### src/rtl/llc_input_arbiter_pkg.sv
// Shared LLC arbiter types: channel indices, the one-hot grant type,
// the FSM state encoding and the default response burst limit.
package llc_input_arbiter_pkg;

    localparam int ARB_RST = 0;
    localparam int ARB_RSP = 1;
    localparam int ARB_REQ = 2;
    localparam int ARB_DMA = 3;
    localparam int ARB_NCH = 4;

    // Response grants allowed back-to-back before a waiting request is forced in
    localparam int LLC_ARB_RSP_BURST_MAX = 4;

    // One-hot grant, bit order {dma, req, rsp, rst}
    typedef logic [ARB_NCH-1:0] arb_gnt_t;

    typedef enum logic {
        ARB_IDLE = 1'b0,
        ARB_BUSY = 1'b1
    } arb_state_t;

endpackage

### src/rtl/llc_arb_rr2.sv
// Two-way round-robin picker. The pointer starts on channel a. After a
// grant it moves to the channel that was not granted.
module llc_arb_rr2 (
    input  logic clk,
    input  logic rst,
    input  logic req_a,
    input  logic req_b,
    input  logic upd_en,
    output logic pick_a,
    output logic pick_b
);

    logic ptr_q;

    // The pointer only matters when both channels request; a lone requester always wins
    always_comb begin
        pick_a = req_a & (~req_b | ~ptr_q);
        pick_b = req_b & (~req_a | ptr_q);
    end

    // Move the pointer to the channel that lost, but only when the picked channel is really granted
    always_ff @(posedge clk or negedge rst) begin
        if (!rst) begin
            ptr_q <= 1'b0;
        end else if (upd_en && (pick_a || pick_b)) begin
            ptr_q <= pick_a;
        end
    end

endmodule

### src/rtl/llc_input_arbiter.sv
// LLC input arbiter. Picks the next channel for the core's DECODE stage
// and holds that grant until the core reports completion with core_done.
// Priority order: testbench reset, then the forced request slot, then
// coherence response, then CPU/DMA request in round-robin.
// Optional feature: define LLC_ARB_STATS_EN to add saturating pop counters
// and a counter of forced request slots.
//
// state | meaning
// IDLE  | no transaction held; readies are live while core_idle is high
// BUSY  | grant is held; waiting for core_done
module llc_input_arbiter
    import llc_input_arbiter_pkg::*;
#(
    parameter int RSP_BURST_MAX = LLC_ARB_RSP_BURST_MAX,
    parameter int CNT_W         = 16
) (
    input  logic             clk,
    input  logic             rst,
    input  logic             rst_tb_valid,
    input  logic             rsp_in_valid,
    input  logic             req_in_valid,
    input  logic             dma_req_in_valid,
    input  logic             req_stall,
    input  logic             dma_stall,
    input  logic             core_idle,
    input  logic             core_done,
    output logic             rst_tb_ready,
    output logic             rsp_in_ready,
    output logic             req_in_ready,
    output logic             dma_req_in_ready,
    output logic [3:0]       gnt,
    output logic             busy
`ifdef LLC_ARB_STATS_EN
    ,
    output logic [CNT_W-1:0] stat_rst,
    output logic [CNT_W-1:0] stat_rsp,
    output logic [CNT_W-1:0] stat_req,
    output logic [CNT_W-1:0] stat_dma,
    output logic [CNT_W-1:0] stat_forced
`endif
);

    localparam int BW = $clog2(RSP_BURST_MAX + 1);

    arb_state_t    state;
    logic [BW-1:0] rsp_burst;
    arb_gnt_t      sel;
    arb_gnt_t      ready_vec;
    logic          req_elig;
    logic          dma_elig;
    logic          any_req;
    logic          burst_full;
    logic          arb_ok;
    logic          pick_req;
    logic          pick_dma;
    logic          rr_upd;

    // Work out which channels are eligible and whether arbitration is open this cycle
    always_comb begin
        req_elig   = req_in_valid & ~req_stall;
        dma_elig   = dma_req_in_valid & ~dma_stall;
        any_req    = req_elig | dma_elig;
        burst_full = (rsp_burst == BW'(RSP_BURST_MAX));
        // rst is included so the readies read zero while reset is held
        arb_ok     = rst & (state == ARB_IDLE) & core_idle;
    end

    llc_arb_rr2 u_rr (
        .clk    (clk),
        .rst    (rst),
        .req_a  (req_elig),
        .req_b  (dma_elig),
        .upd_en (rr_upd),
        .pick_a (pick_req),
        .pick_b (pick_dma)
    );

    // Fixed-priority selection; the first matching rule wins
    always_comb begin
        sel = '0;
        if (rst_tb_valid) begin
            sel[ARB_RST] = 1'b1;
        end else if (burst_full && any_req) begin
            sel[ARB_REQ] = pick_req;
            sel[ARB_DMA] = pick_dma;
        end else if (rsp_in_valid) begin
            sel[ARB_RSP] = 1'b1;
        end else begin
            sel[ARB_REQ] = pick_req;
            sel[ARB_DMA] = pick_dma;
        end
    end

    // Readies are combinational so a grant costs no cycles once the core is idle
    always_comb begin
        ready_vec        = arb_ok ? sel : '0;
        rst_tb_ready     = ready_vec[ARB_RST];
        rsp_in_ready     = ready_vec[ARB_RSP];
        req_in_ready     = ready_vec[ARB_REQ];
        dma_req_in_ready = ready_vec[ARB_DMA];
        rr_upd           = ready_vec[ARB_REQ] | ready_vec[ARB_DMA];
    end

    // Grant FSM: latch the grant, track the response burst, release on core_done
    always_ff @(posedge clk or negedge rst) begin
        if (!rst) begin
            state     <= ARB_IDLE;
            gnt       <= '0;
            busy      <= 1'b0;
            rsp_burst <= '0;
        end else begin
            case (state)
                ARB_IDLE: begin
                    if (|ready_vec) begin
                        state <= ARB_BUSY;
                        gnt   <= ready_vec;
                        busy  <= 1'b1;
                        if (ready_vec[ARB_REQ] || ready_vec[ARB_DMA]) begin
                            rsp_burst <= '0;
                        end else if (ready_vec[ARB_RSP]) begin
                            if (!any_req) begin
                                rsp_burst <= '0;
                            end else if (!burst_full) begin
                                rsp_burst <= rsp_burst + BW'(1);
                            end
                        end
                    end
                end
                ARB_BUSY: begin
                    if (core_done) begin
                        state <= ARB_IDLE;
                        gnt   <= '0;
                        busy  <= 1'b0;
                    end
                end
                default: begin
                    state <= ARB_IDLE;
                    gnt   <= '0;
                    busy  <= 1'b0;
                end
            endcase
        end
    end

`ifdef LLC_ARB_STATS_EN
    function automatic logic [CNT_W-1:0] sat_inc(input logic [CNT_W-1:0] v);
        return (&v) ? v : v + CNT_W'(1);
    endfunction

    logic forced_pop;

    // A forced slot is a request grant taken while the response burst is full
    always_comb begin
        forced_pop = burst_full & (ready_vec[ARB_REQ] | ready_vec[ARB_DMA]);
    end

    // Saturating per-channel pop counters plus the forced-slot counter
    always_ff @(posedge clk or negedge rst) begin
        if (!rst) begin
            stat_rst    <= '0;
            stat_rsp    <= '0;
            stat_req    <= '0;
            stat_dma    <= '0;
            stat_forced <= '0;
        end else begin
            if (ready_vec[ARB_RST] && rst_tb_valid)     stat_rst    <= sat_inc(stat_rst);
            if (ready_vec[ARB_RSP] && rsp_in_valid)     stat_rsp    <= sat_inc(stat_rsp);
            if (ready_vec[ARB_REQ] && req_in_valid)     stat_req    <= sat_inc(stat_req);
            if (ready_vec[ARB_DMA] && dma_req_in_valid) stat_dma    <= sat_inc(stat_dma);
            if (forced_pop)                             stat_forced <= sat_inc(stat_forced);
        end
    end
`endif

endmodule

### config.mk
export PLATFORM = sky130hd
export DESIGN_NAME = llc_input_arbiter
export DESIGN_NICKNAME = d
export VERILOG_FILES = /design/src/rtl/llc_input_arbiter_pkg.sv /design/src/rtl/llc_arb_rr2.sv /design/src/rtl/llc_input_arbiter.sv
export SDC_FILE = /design/constraint.sdc
export NUM_CORES = 1
export LEC_CHECK = 0
export CAP_MARGIN = 20
export CORE_MARGIN = 4
export CORE_UTILIZATION = 35
export CTS_CLUSTER_DIAMETER = 40
export DETAILED_ROUTE_END_ITERATION = 8
export PLACE_DENSITY = 0.71
export RECOVER_POWER = 50
export SETUP_SLACK_MARGIN = 0.1
export SLEW_MARGIN = 20
export SYNTH_ARGS = -nofsm -noshare
export SYNTH_HDL_FRONTEND = slang
export SYNTH_SLANG_ARGS = --single-unit
### constraint.sdc
create_clock -name clk -period 4.2 [get_ports clk]
set_clock_uncertainty 0.1 [all_clocks]
set_input_delay 0.63 -clock clk [delete_from_list [all_inputs] [get_ports clk]]
set_output_delay 0.63 -clock clk [all_outputs]
set_load 0.005 [all_outputs]
==> metrics.md <==
| Metric | Value |
|---|---|
| Status | finished, final reports clean |
| Wire per inst | 14.8 um |
| Wire length of the first global-routing pass | 2360 um |
| GP Congestion | 0.796 |
| Worst path bufs/invs | 2 |
| First-pass DRT Iterations | 4 |
| Largest family of logic cells by synthesized area | simple AND/OR/NAND/NOR gates |
| Largest net degree at the start of global routing | 10 |
| Hold Vio Cnt, Final | 0 |
| Post-synthesis sequential area ratio | 0.412 |
| Met2 wire length | 656 um |
| Wl on met1 | 625 um |
| Wire length on met3 | roughly 67 um |
| Crit end category | output port |
| XOR/XNOR share of the synthesized area | 0 |
| PostCTS Resize Cnt | 0 |
| Critical-path cell list | dlygate4sd3_1 -> nand4bb_4 -> a2111oi_2 -> clkdlybuf4s50_1 |
| Critical path type | in2out |
| HP Start | gnt[2] |
| Top-count cell post-synth | dfrtp_1 |
| Crit Path Max Fanout | 9 |
| Drt total wl | approximately 1400 um |
| Fin crit period | between 3 and 4 ns |
| Gr usage total | 0.124 |
| Post-synthesis register bit count | 10 |
| Setup TNS | 0 ns |
| CTS clock-pin slew for the worst setup and hold paths | 0.06 ns |
| Synth Area in Simple Gates | 0.276 |
| Avg Cell Area, Syn | approximately 11 um^2 |
| Die Height | 49.7 um |
| Port bufs | 18 |
| Setup Buffers After CTS | 0 |
| ANT nets after route | 0 |
| Synth cell types | 27 |
| CTS Sinks | 10 |
| Slew Limit Fails | 0 |
| Post-Syn Nets | 67 |
| Max Used Layer | met4 |
| Synth warn | 0 |
| IO Pins | 19 |
| CP peak stage delay | 0.77 ns |
| Tcrit/Tclk final | 0.780 |
| Compound-gate portion of the synthesized area | 0.218 |
| Synth Cell Area | 608 um^2 |
| ANT cells | 0 |
| Worst Setup SP | rst |
| Vias | 513 |
| Max stage delay cell, worst path | dlygate4sd3_1 |
| Worst Tran Pin Value | 0.541 ns |
| Post-synthesis adder-cell area fraction | 0.0412 |
| Core box area | about 1600 um^2 |
| Row count | 14 |
| Mux contribution to synthesized area | 0.0165 |
| Peak VDD IR | 0.000204 V |
| RSZ-0062 raised after global routing | false |
| Ranking of synthesized cells by area | dfrtp_1 41%, nand2_1 4.9%, nand2b_4 4.5% |
| Fraction of layout instances using a drive strength above 1 | 0.143 |
| Gr ovfl total | 0 |
| Maximum level of the CTS H-tree | 1 |
| WP data required | 3.47 ns |
| # nets final | 91 |
| Root buffer cell | clkbuf_4 |
| Worst-skew pair later-pin latency | 0.26 ns |
| Area grow syn2layout | 37.2% |
| Synth cell count leaders | 10 x dfrtp_1, 8 x nand2_1, 6 x inv_1 |
| Crit start category | input pin |
| EDFF count, synth | 0 |
| Post-DP HPWL | between 1000 and 1500 um |
| Starting DRC count in detailed routing | 10 |
| Vias in the first global route | ~530 |
| Clock Tree Buf Depth | 2 |
| Post-layout util | 0.529 |
| Main synth FF type | dfrtp_1 |
| Post-synth ARST share | 1.00 |
| Power per cell area | around 370 nW/um^2 |
| Peak Freq | 305 MHz |
| Vias per std cell | 5.52 |
| Max-slew headroom | 0.637 |
| Hold buffer count at CTS | 0 |
| Hold Crit Class | reg2reg |
| Max Cap Violations | 0 |
| Post-synth top area share | 0.412 |
| Final setup viols | 0 |
| Antenna violations before repair | 0 |
| CP top delay family | buffers and inverters |
| # DRC | 0 |
| Syn Inst Count | between 50 and 60 |
| Die X | 49.7 um |
| Leak pwr | 0.396 nW |
| Num CTS Buffers | 3 |
| Area leader, netlist | dfrtp_1 |
| Initial core utilization | 0.386 |
| CTS tree | built |
| Critical path arrival | 2.55 ns |
| Worst R2R Start | rsp_burst[0] |
| DIE AREA | 2470 um^2 |
[through the flow]
| stage | power [mW] | area (um^2) | hold slack [ns] | worst slack, ns | std cells |
|---|---|---|---|---|---|
| 6_report | 0.307 | 835 | 0.416 | 0.925 | 93 |
| 5_1_grt | 0.327 | 835 | 0.435 | 0.771 | 93 |
| 3_3_place_gp | 0.241 | 816 | 0.402 | 0.999 | 90 |
| 2_1_floorplan | 0.199 | 608 | 0.234 | 2.21 | 55 |
| 4_1_cts | 0.313 | 838 | 0.425 | 0.982 | 93 |
| 3_5_place_dp | 0.249 | 816 | 0.411 | 0.979 | 90 |
[metal layers]
layer,up-vias,global-route usage
li1,248,-
met1,246,0.145
met2,15,0.209
met3,4,0.0241
met4,0,0.0691
met5,-,0
[sequential cells by signal, indices dropped and copies added (netlist names)]
signal / cells
busy: 1
state: 1
rsp_burst: 3
gnt: 4
u_rr.ptr_q: 1
[worst register-to-register path, stage by stage, from the launching register on]
cell       delay, ns
dfrtp_1         0.39
inv_1           0.09
ha_1            0.19
a21boi_0        0.15
a2111oi_2       0.45
a41o_1          0.15
[worst paths after layout]
path / end / slack (ns) / depth (start not counted)
worst max-delay path: req_in_ready / 0.92 / 4
worst min register to register: gnt[2] / 0.42 / 1
min in group asynchronous: busy / 0.62 / 1
max in group asynchronous: gnt[3] / 2.83 / 2
worst max register to register: gnt[2] / 2.62 / 5
worst min-delay path: gnt[2] / 0.42 / 1
[layout by cell type (no fill, tap or decap)]
| cell type | instances |
|---|---|
| nor2_1 | 1 |
| a21oi_1 | 1 |
| nand2b_1 | 2 |
| o31a_1 | 1 |
| a2111o_1 | 1 |
| a21o_1 | 1 |
| clkbuf_4 | 3 |
| o32ai_2 | 1 |
| a2111oi_2 | 1 |
| dlygate4sd3_1 | 5 |
| o2111ai_1 | 1 |
| a21boi_0 | 1 |
| o31ai_1 | 2 |
| nand4bb_4 | 1 |
| mux2i_1 | 1 |
| o21ai_0 | 1 |
| inv_1 | 6 |
| a41o_1 | 1 |
| a32o_1 | 1 |
| ha_1 | 2 |
| nor2b_4 | 2 |
| o22ai_1 | 2 |
| nand3_1 | 2 |
| clkbuf_1 | 1 |
| nand2_1 | 8 |
| or2b_1 | 1 |
| nand4b_1 | 1 |
| clkdlybuf4s50_1 | 13 |
| and4bb_2 | 1 |
| nand2b_4 | 2 |
| dfrtp_1 | 10 |
[kinds of logic (layout without fill, tap and decap cells)]
family | after synthesis | after routing
adders and majority gates | 2 | 2
buffers and inverters | 6 | 28
AOI/OAI and AO/OA | 15 | 15
and+or+nand+nor | 21 | 21
DFF | 10 | 10
muxes | 1 | 1
[cell type report]
type	count	area, um^2
flip-flops and latches	10	250
multi-input cells	39	335
clock buffers	3	22.5
inverters	6	22.5
fillers	147	742
well taps	16	20.0
repair buffers	19	184
[power by group]
group          internal [mW]  switching (mW)  total [mW]
Combinational         0.0574          0.0469       0.104
Clock                 0.0330          0.0298      0.0628
Sequential             0.120          0.0192       0.139
Total                  0.211          0.0959       0.307
(Power assumes the default switching activity.)
